===== config.mk =====
export PLATFORM = sky130hd
export DESIGN_NAME = snake_game_ctrl
export DESIGN_NICKNAME = d
export VERILOG_FILES = /design/src/rtl/snake_game_ctrl.sv
export SDC_FILE = /design/constraint.sdc
export NUM_CORES = 1
export LEC_CHECK = 0
export ABC_AREA = 0
export CORE_MARGIN = 3
export CORE_UTILIZATION = 45
export DETAILED_ROUTE_END_ITERATION = 16
export HOLD_SLACK_MARGIN = 0.15
export PLACE_DENSITY = 0.71
export SYNTH_ARGS = -nofsm -noshare
export SYNTH_HDL_FRONTEND = slang
export SYNTH_SLANG_ARGS = --single-unit

===== constraint.sdc =====
create_clock -name clk -period 2.7 [get_ports clk]
set_clock_uncertainty 0.1 [all_clocks]
set_input_delay 0.54 -clock clk [delete_from_list [all_inputs] [get_ports clk]]
set_output_delay 0.54 -clock clk [all_outputs]
set_load 0.01 [all_outputs]

===== src/rtl/snake_game_ctrl.sv =====
// Snake game sequencer: game FSM, direction register with reversal lock, frame-based step strobe, apple handshake, score/level.
// Optional macro SNAKE_PAUSE_EN adds a PAUSE state entered/left with the start key.
module snake_game_ctrl #(
  parameter int BASE_PERIOD  = 12,
  parameter int MIN_PERIOD   = 3,
  parameter int LEVEL_APPLES = 4,
  parameter int SCORE_W      = 8
) (
  input  logic               clk,
  input  logic               rst,
  input  logic               key_start,
  input  logic               key_u,
  input  logic               key_d,
  input  logic               key_l,
  input  logic               key_r,
  input  logic               frame_tick,
  input  logic               hit_apple,
  input  logic               hit_wall,
  input  logic               hit_self,
  input  logic               apple_ack,
  output logic [1:0]         state,
  output logic               step,
  output logic [1:0]         dir,
  output logic               grow,
  output logic               apple_req,
  output logic [SCORE_W-1:0] score,
  output logic [3:0]         level
);

  localparam int CW = $clog2(BASE_PERIOD + 1);
  localparam int EW = (LEVEL_APPLES > 1) ? $clog2(LEVEL_APPLES) : 1;

  typedef enum logic [1:0] {
    IDLE  = 2'd0,
    PLAY  = 2'd1,
    PAUSE = 2'd2,
    OVER  = 2'd3
  } state_t;

  state_t          cur, nxt;
  logic [4:0]      key_now, key_prev, press;
  logic [1:0]      pend, dir_new;
  logic            dir_vld, dir_take;
  logic            chk, collide, start_game, run, eat;
  logic [CW-1:0]   cnt, period;
  logic [EW-1:0]   eaten;

  // Key vector order: {start, up, down, left, right}; keys are active-low.
  assign press      = key_prev & ~key_now;
  assign state      = cur;
  assign collide    = chk && (cur == PLAY) && (hit_wall || hit_self);
  assign start_game = (cur == IDLE) && press[4];
  assign run        = (cur == PLAY) && (nxt == PLAY);
  assign eat        = chk && (cur == PLAY) && !hit_wall && !hit_self && hit_apple && !apple_req;

  always_comb begin
    period = CW'(MIN_PERIOD);
    if (int'(level) < BASE_PERIOD - MIN_PERIOD) period = CW'(BASE_PERIOD - int'(level));
  end

  // Direction codes are paired so that the opposite direction is dir ^ 1.
  always_comb begin
    dir_new = 2'd0;
    dir_vld = |press[3:0];
    if (press[3])      dir_new = 2'd2;
    else if (press[2]) dir_new = 2'd3;
    else if (press[1]) dir_new = 2'd1;
    dir_take = dir_vld && (cur == PLAY) && (dir_new != (dir ^ 2'b01));
  end

  always_comb begin
    nxt = cur;
    case (cur)
      IDLE: if (press[4]) nxt = PLAY;
      PLAY: begin
        if (collide) nxt = OVER;
`ifdef SNAKE_PAUSE_EN
        else if (press[4]) nxt = PAUSE;
`endif
      end
`ifdef SNAKE_PAUSE_EN
      PAUSE: if (press[4]) nxt = PLAY;
`else
      PAUSE: nxt = IDLE;
`endif
      OVER: if (press[4]) nxt = IDLE;
      default: nxt = IDLE;
    endcase
  end

  always_ff @(posedge clk) begin
    if (rst) begin
      cur       <= IDLE;
      key_now   <= 5'b11111;
      key_prev  <= 5'b11111;
      step      <= 1'b0;
      chk       <= 1'b0;
      dir       <= 2'd0;
      pend      <= 2'd0;
      grow      <= 1'b0;
      apple_req <= 1'b0;
      score     <= '0;
      level     <= 4'd0;
      cnt       <= '0;
      eaten     <= '0;
    end else begin
      cur      <= nxt;
      key_now  <= {key_start, key_u, key_d, key_l, key_r};
      key_prev <= key_now;
      step     <= 1'b0;
      grow     <= 1'b0;
      chk      <= step;
      if (apple_req && apple_ack) apple_req <= 1'b0;
      if (start_game) begin
        score     <= '0;
        level     <= 4'd0;
        cnt       <= '0;
        eaten     <= '0;
        dir       <= 2'd0;
        pend      <= 2'd0;
        apple_req <= 1'b1;
      end else begin
        if (dir_take) pend <= dir_new;
        // >= rather than == so a level-up mid-period cannot overrun the shorter period.
        if (run && frame_tick) begin
          if (cnt + CW'(1) >= period) begin
            step <= 1'b1;
            dir  <= pend;
            cnt  <= '0;
          end else begin
            cnt <= cnt + CW'(1);
          end
        end
        if (eat) begin
          if (score != '1) score <= score + SCORE_W'(1);
          grow      <= 1'b1;
          apple_req <= 1'b1;
          if (eaten == EW'(LEVEL_APPLES - 1)) begin
            eaten <= '0;
            if (level != 4'd15) level <= level + 4'd1;
          end else begin
            eaten <= eaten + EW'(1);
          end
        end
      end
    end
  end

endmodule


=== Word level (Yosys, flattened, before mapping) ===
Cells that the tools add are included.

* Bitwise operators: 4
* Order comparisons: 2
* Reduce and logical (&&, ||, !) cells: 24
* Add/subtract/negate cells: 5
* Equal/unequal tests: 8
* Mux-type cells: 15

{| class="wikitable"
|+ Operator list
! kind !! number
|-
| $logic_and A1 B1 Y1 || 12
|-
| $mux W2 || 6
|-
| $add A4 B1 Y4 const B || 2
|-
| $add A8 B1 Y8 const B || 1
|-
| $mux W4 || 2
|-
| $ne A8 B8 Y1 const B || 1
|-
| $pmux W2 S4 || 1
|-
| $eq A2 B2 Y1 const B || 3
|-
| $mux W1 || 6
|-
| $and A5 B5 Y5 || 1
|-
| $not A5 Y5 || 1
|-
| $eq A2 B1 Y1 const B || 2
|-
| $ge A4 B4 Y1 || 1
|-
| $lt A4 B4 Y1 const B || 1
|-
| $ne A4 B4 Y1 const B || 1
|-
| $reduce_and A2 Y1 || 2
|-
| $reduce_or A4 Y1 || 1
|-
| $sub A4 B4 Y4 const A || 1
|-
| $logic_not A1 Y1 || 3
|-
| $reduce_and A3 Y1 || 1
|-
| $reduce_bool A3 Y1 || 1
|-
| $reduce_or A3 Y1 || 1
|-
| $add A2 B1 Y2 const B || 1
|-
| $logic_not A2 Y1 || 1
|-
| other kinds (4) || 5
|}

* Input port bits: 12
* Register bits: 38
* Output and inout bits: 19
* Word-level logic and storage cells: 71

=== Longest topological paths before layout ===
* Depth after elaboration: 10
* Depth in mapped cells: 11
* Gate-level depth less buffers: 11

=== Least setup slack after synthesis ===
OpenSTA, ideal clock, no wires.

* Path type: reg2reg
* From: register level[0]
* To: register dir[0]
* Clock period less this slack: 2.086 ns
* Library setup time: 0.072 ns
* Data arrival time: 1.914 ns
* Required time: 2.528 ns
* Path buffers: 0
* Cell stages (with the launch flop): 10
* Setup slack: 0.614 ns
* Cells stage by stage: dfxtp_1 -> inv_1 -> ha_1 -> nand2b_1 -> a21oi_1 -> ha_1 -> a21boi_0 -> o21ai_0 -> a21oi_2 -> mux2i_1

* Cells in the longest elaborated chain, start to end: 4
* Elaborated cells on any way between the ends: 5
* Those cells by class: 1 x add/sub; 2 x order compare; 1 x mux; 1 x reduce/logical

{| class="wikitable"
|+ Ends and longest elaborated chain
! what !! RTL line !! source
|-
| start: declaration || 27 || <nowiki>output logic [3:0] level</nowiki>
|-
| start signal: assignment || 140 || <nowiki>if (level != 4'd15) level <= level + 4'd1;</nowiki>
|-
| $sub A4 B4 Y4 / $lt A4 B4 Y1 (equally long branches) || 58 || <nowiki>if (int'(level) < BASE_PERIOD - MIN_PERIOD) period = CW'(BASE_PERIOD - int'(level));</nowiki>
|-
| $mux W4 (*) || 58 ||
|-
| $ge A4 B4 Y1 (*) || 126 || <nowiki>if (cnt + CW'(1) >= period) begin</nowiki>
|-
| $reduce_and A2 Y1 (no source line) (*) || - ||
|-
| end signal: assignment || 128 || <nowiki>dir <= pend;</nowiki>
|-
| end: declaration || 23 || <nowiki>output logic [1:0] dir,</nowiki>
|}

Mark *: on every way between the ends. The rest lies on a longest branch, timed or not.
A chain may end at the register's enable or synchronous reset.

=== Worst setup path in the final report ===
Same ends and word-level chain as after synthesis.

==> impl_metrics.py <==
metrics = {
    "cells_and_area": {
        "fillers": 318,
        "area_growth_pct": 27.4,
        "drive_gt1_share_pct": 14.3,
        "diodes": 0,
        "final_nets": 243,
        "layout_common_cells": "dfxtp_1 (38), clkdlybuf4s50_1 (30), nand2_1 (16)",
        "final_common_cell": "dfxtp_1",
        "post-route-util_pct": 60.4,
    },
    "sta": {
        "slew_viol_final": 0,
        "setup_violations": 0,
        "worst_slew_pin_slew_ns": 0.507,
        "tns_ns": 0,
        "rsz0062_at_grt": "no",
        "setup_slack_ns": 0.398,
        "timing.final.crit_share_pct": 85.3,
        "min_period_ns": 2.30,
        "slew_headroom_pct": 66.0,
        "hold_viol": 0,
        "fmax_ghz": 0.434,
        "whs_ns": 0.341,
    },
    "routing": {
        "detail_route.wl_per_cell_um": 12.6,
        "routed-via-count": 1361,
        "ant_nets": 0,
        "drt_wl_total_um": 3430,
        "drc_errors": 0,
        "detail_route.vias_per_cell": 5.02,
        "drtIter0Drc": 31,
        "firstDrtPassIters": 4,
    },
    "logic_synthesis": {
        "synth_top_family_by_area": "simple AND/OR/NAND/NOR gates",
        "syn-cell-area_um2": 1770,
        "synth.area.top_cells": "dfxtp_1 (43%), ha_1 (6.3%), or2_2 (3.9%), xor2_1 (3.5%), mux2i_1 (3.4%)",
        "yosysWarnings": 0,
        "syn_nets": 209,
        "synth_top_cell_area_share_pct": 42.9,
        "synth_xor_area_share_pct": 6.42,
        "yosys_register_bits": 38,
        "synthAdderAreaFrac_pct": 6.35,
        "synth-compound-area-share_pct": 9.10,
        "synth-simple-area-share_pct": 28.1,
        "synthArstFlopShare_pct": 0,
        "synthCells": 188,
        "synth-edff-count": 0,
        "seq_area_frac_synth_pct": 42.9,
        "synthDistinctLibCells": 44,
        "synthFlopType": "dfxtp_1",
        "muxShareOfSynthArea_pct": 4.02,
        "syn_area_per_cell_um2": 9.44,
        "synth_top_area_cell": "dfxtp_1",
    },
    "floorplanning": {
        "die-width_um": 68.8,
        "die_h_um": 68.8,
        "ios": 31,
        "start_util_pct": 47.4,
        "dieArea_um2": 4730,
        "rows": 22,
        "core_um2": 3740,
    },
    "worst_setup_path": {
        "cpPeakStageDelay_ns": 0.47,
        "end_kind": "flop",
        "worstPathRequired_ns": 2.81,
        "crit_slowest_cell": "dfxtp_1",
        "path_max_fanout": 7,
        "r2r_slack_ns": 0.40,
        "path_cells": "inv_1 -> ha_1 -> nand2b_1 -> a21oi_1 -> ha_1 -> a21boi_0 -> o21ai_0 -> a21oi_2 -> mux2i_1",
        "path_class": "reg -> reg",
        "arrival_ns": 2.42,
        "reg2reg_depth": 9,
        "crit_path_start_kind": "flop",
        "cpMostUsedCell": "ha_1",
        "cp_top_family": "compound AO/OA/AOI/OAI gates",
        "r2r-end": "dir[0]",
        "regToRegStartpoint": "level[0]",
        "path_buf_inv": 1,
    },
    "hold_path": {
        "hold-path-endpoint": "key_prev[0]",
        "holdPathStages": 1,
        "hold_class": "reg -> reg",
        "hold_path.startpoint": "key_now[0]",
    },
    "power_and_ir_drop": {
        "p_leak_nw": 0.882,
        "vdd.ir_drop.worst_mv": 0.473,
        "powerDensity_nw_per_um2": 545,
    },
    "clock_tree": {
        "clock-root-buffer": "clkbuf_8",
        "clk_latency_ns": 0.28,
        "cts_tree": "built",
        "numCtsBuffers": 5,
        "ctsHoldBuffers": 0,
        "cts_resized": 0,
        "h-tree-depth": 2,
        "clockBufferDepth": 2,
        "numClockSinks": 38,
        "cts_setup_buffers": 0,
        "path_clk_slew_ns": 0.07,
    },
    "global_route": {
        "grt_max_degree": 21,
        "grt.total_usage_pct": 16.4,
        "grt_pass1_wl_um": 5690,
        "overflow": 0,
        "grt_antenna_before_repair": 0,
        "grt_pass1_vias": 1272,
    },
    "place": {
        "io_buffers": 30,
        "dp_hpwl_um": 2560,
        "place_congestion": 0.775,
        "pre_cts_slack_ns": 0.296,
    },
    "flow_run": {
        "cap_viol_max_count": 0,
    },
    "run_status": {
        "status": "completed",
    },
}
where the power goes:
| part | switching [mW] | internal (mW) |
|---|---|---|
| Sequential | 0.00722 | 0.571 |
| Clock | 0.192 | 0.394 |
| Combinational | 0.0328 | 0.0353 |
layout make-up:
type | count | area, um2 | area share (%)
well taps | 48 | 60.1 | 2.66
multi-input cells | 139 | 958 | 42.4
repair buffers | 32 | 315 | 14.0
clock inverters | 2 | 60.1 | 2.66
flip-flops and latches | 38 | 761 | 33.7
clock buffers | 6 | 82.6 | 3.65
inverters | 6 | 22.5 | 0.997
flip-flops by register name, indices dropped and copies added, names as in the netlist, 2 cells and up:
register	count
score	8
key_now	5
key_prev	5
cnt	4
level	4
dir	2
eaten	2
pend	2
state	2
worst max path at each step:
| stage | startpoint | end | slack, ns | cells past startpoint |
|---|---|---|---|---|
| floorplan | level[0] | dir[0] | 0.61 | 9 |
| global placement | hit_wall | level[3] | 0.35 | 6 |
| detailed placement | hit_wall | level[3] | 0.30 | 6 |
| CTS | level[0] | dir[0] | 0.37 | 9 |
| global route | level[0] | dir[1] | 0.17 | 9 |
| finish | level[0] | dir[0] | 0.40 | 9 |
synthesized netlist by cell type (2+ instances only):
cell type,number
nand3_1,6
nor2b_1,5
o21ai_0,6
a211oi_1,2
nor2_1,15
nor2_2,2
ha_1,9
nand2b_1,5
mux2i_1,6
a21oi_1,9
buf_2,2
xor2_1,7
and3_1,3
inv_1,6
or2_2,11
nand2_1,16
a21boi_0,2
dfxtp_1,38
nor3_1,8
xnor2_1,6
metrics by stage:
| stage | power (mW) | instances | instance area (um2) |
|---|---|---|---|
| 2_1_floorplan | 0.628 | 188 | 1770 |
| 3_3_place_gp | 0.657 | 263 | 2120 |
| 3_5_place_dp | 0.660 | 263 | 2120 |
| 4_1_cts | 1.25 | 271 | 2260 |
| 5_1_grt | 1.28 | 271 | 2260 |
| 6_report | 1.23 | 271 | 2260 |
cell families (layout without fill, tap and decap cells):
logic type	Yosys count	after routing
and+or+nand+nor	84	84
AOI/OAI and AO/OA	26	26
adders and majority gates	9	9
xor gates and xnor gates	13	13
DFF	38	38
muxes	7	7
buffers and inverters	11	46
layer usage:
metal / track usage [%] / part of all wire, %
met5: 0 / 0
met4: 7.30 / 1.7
met3: 3.57 / 2.7
met2: 27.1 / 48
met1: 20.4 / 48
Note: power is estimated with default switching activity, not from simulation.
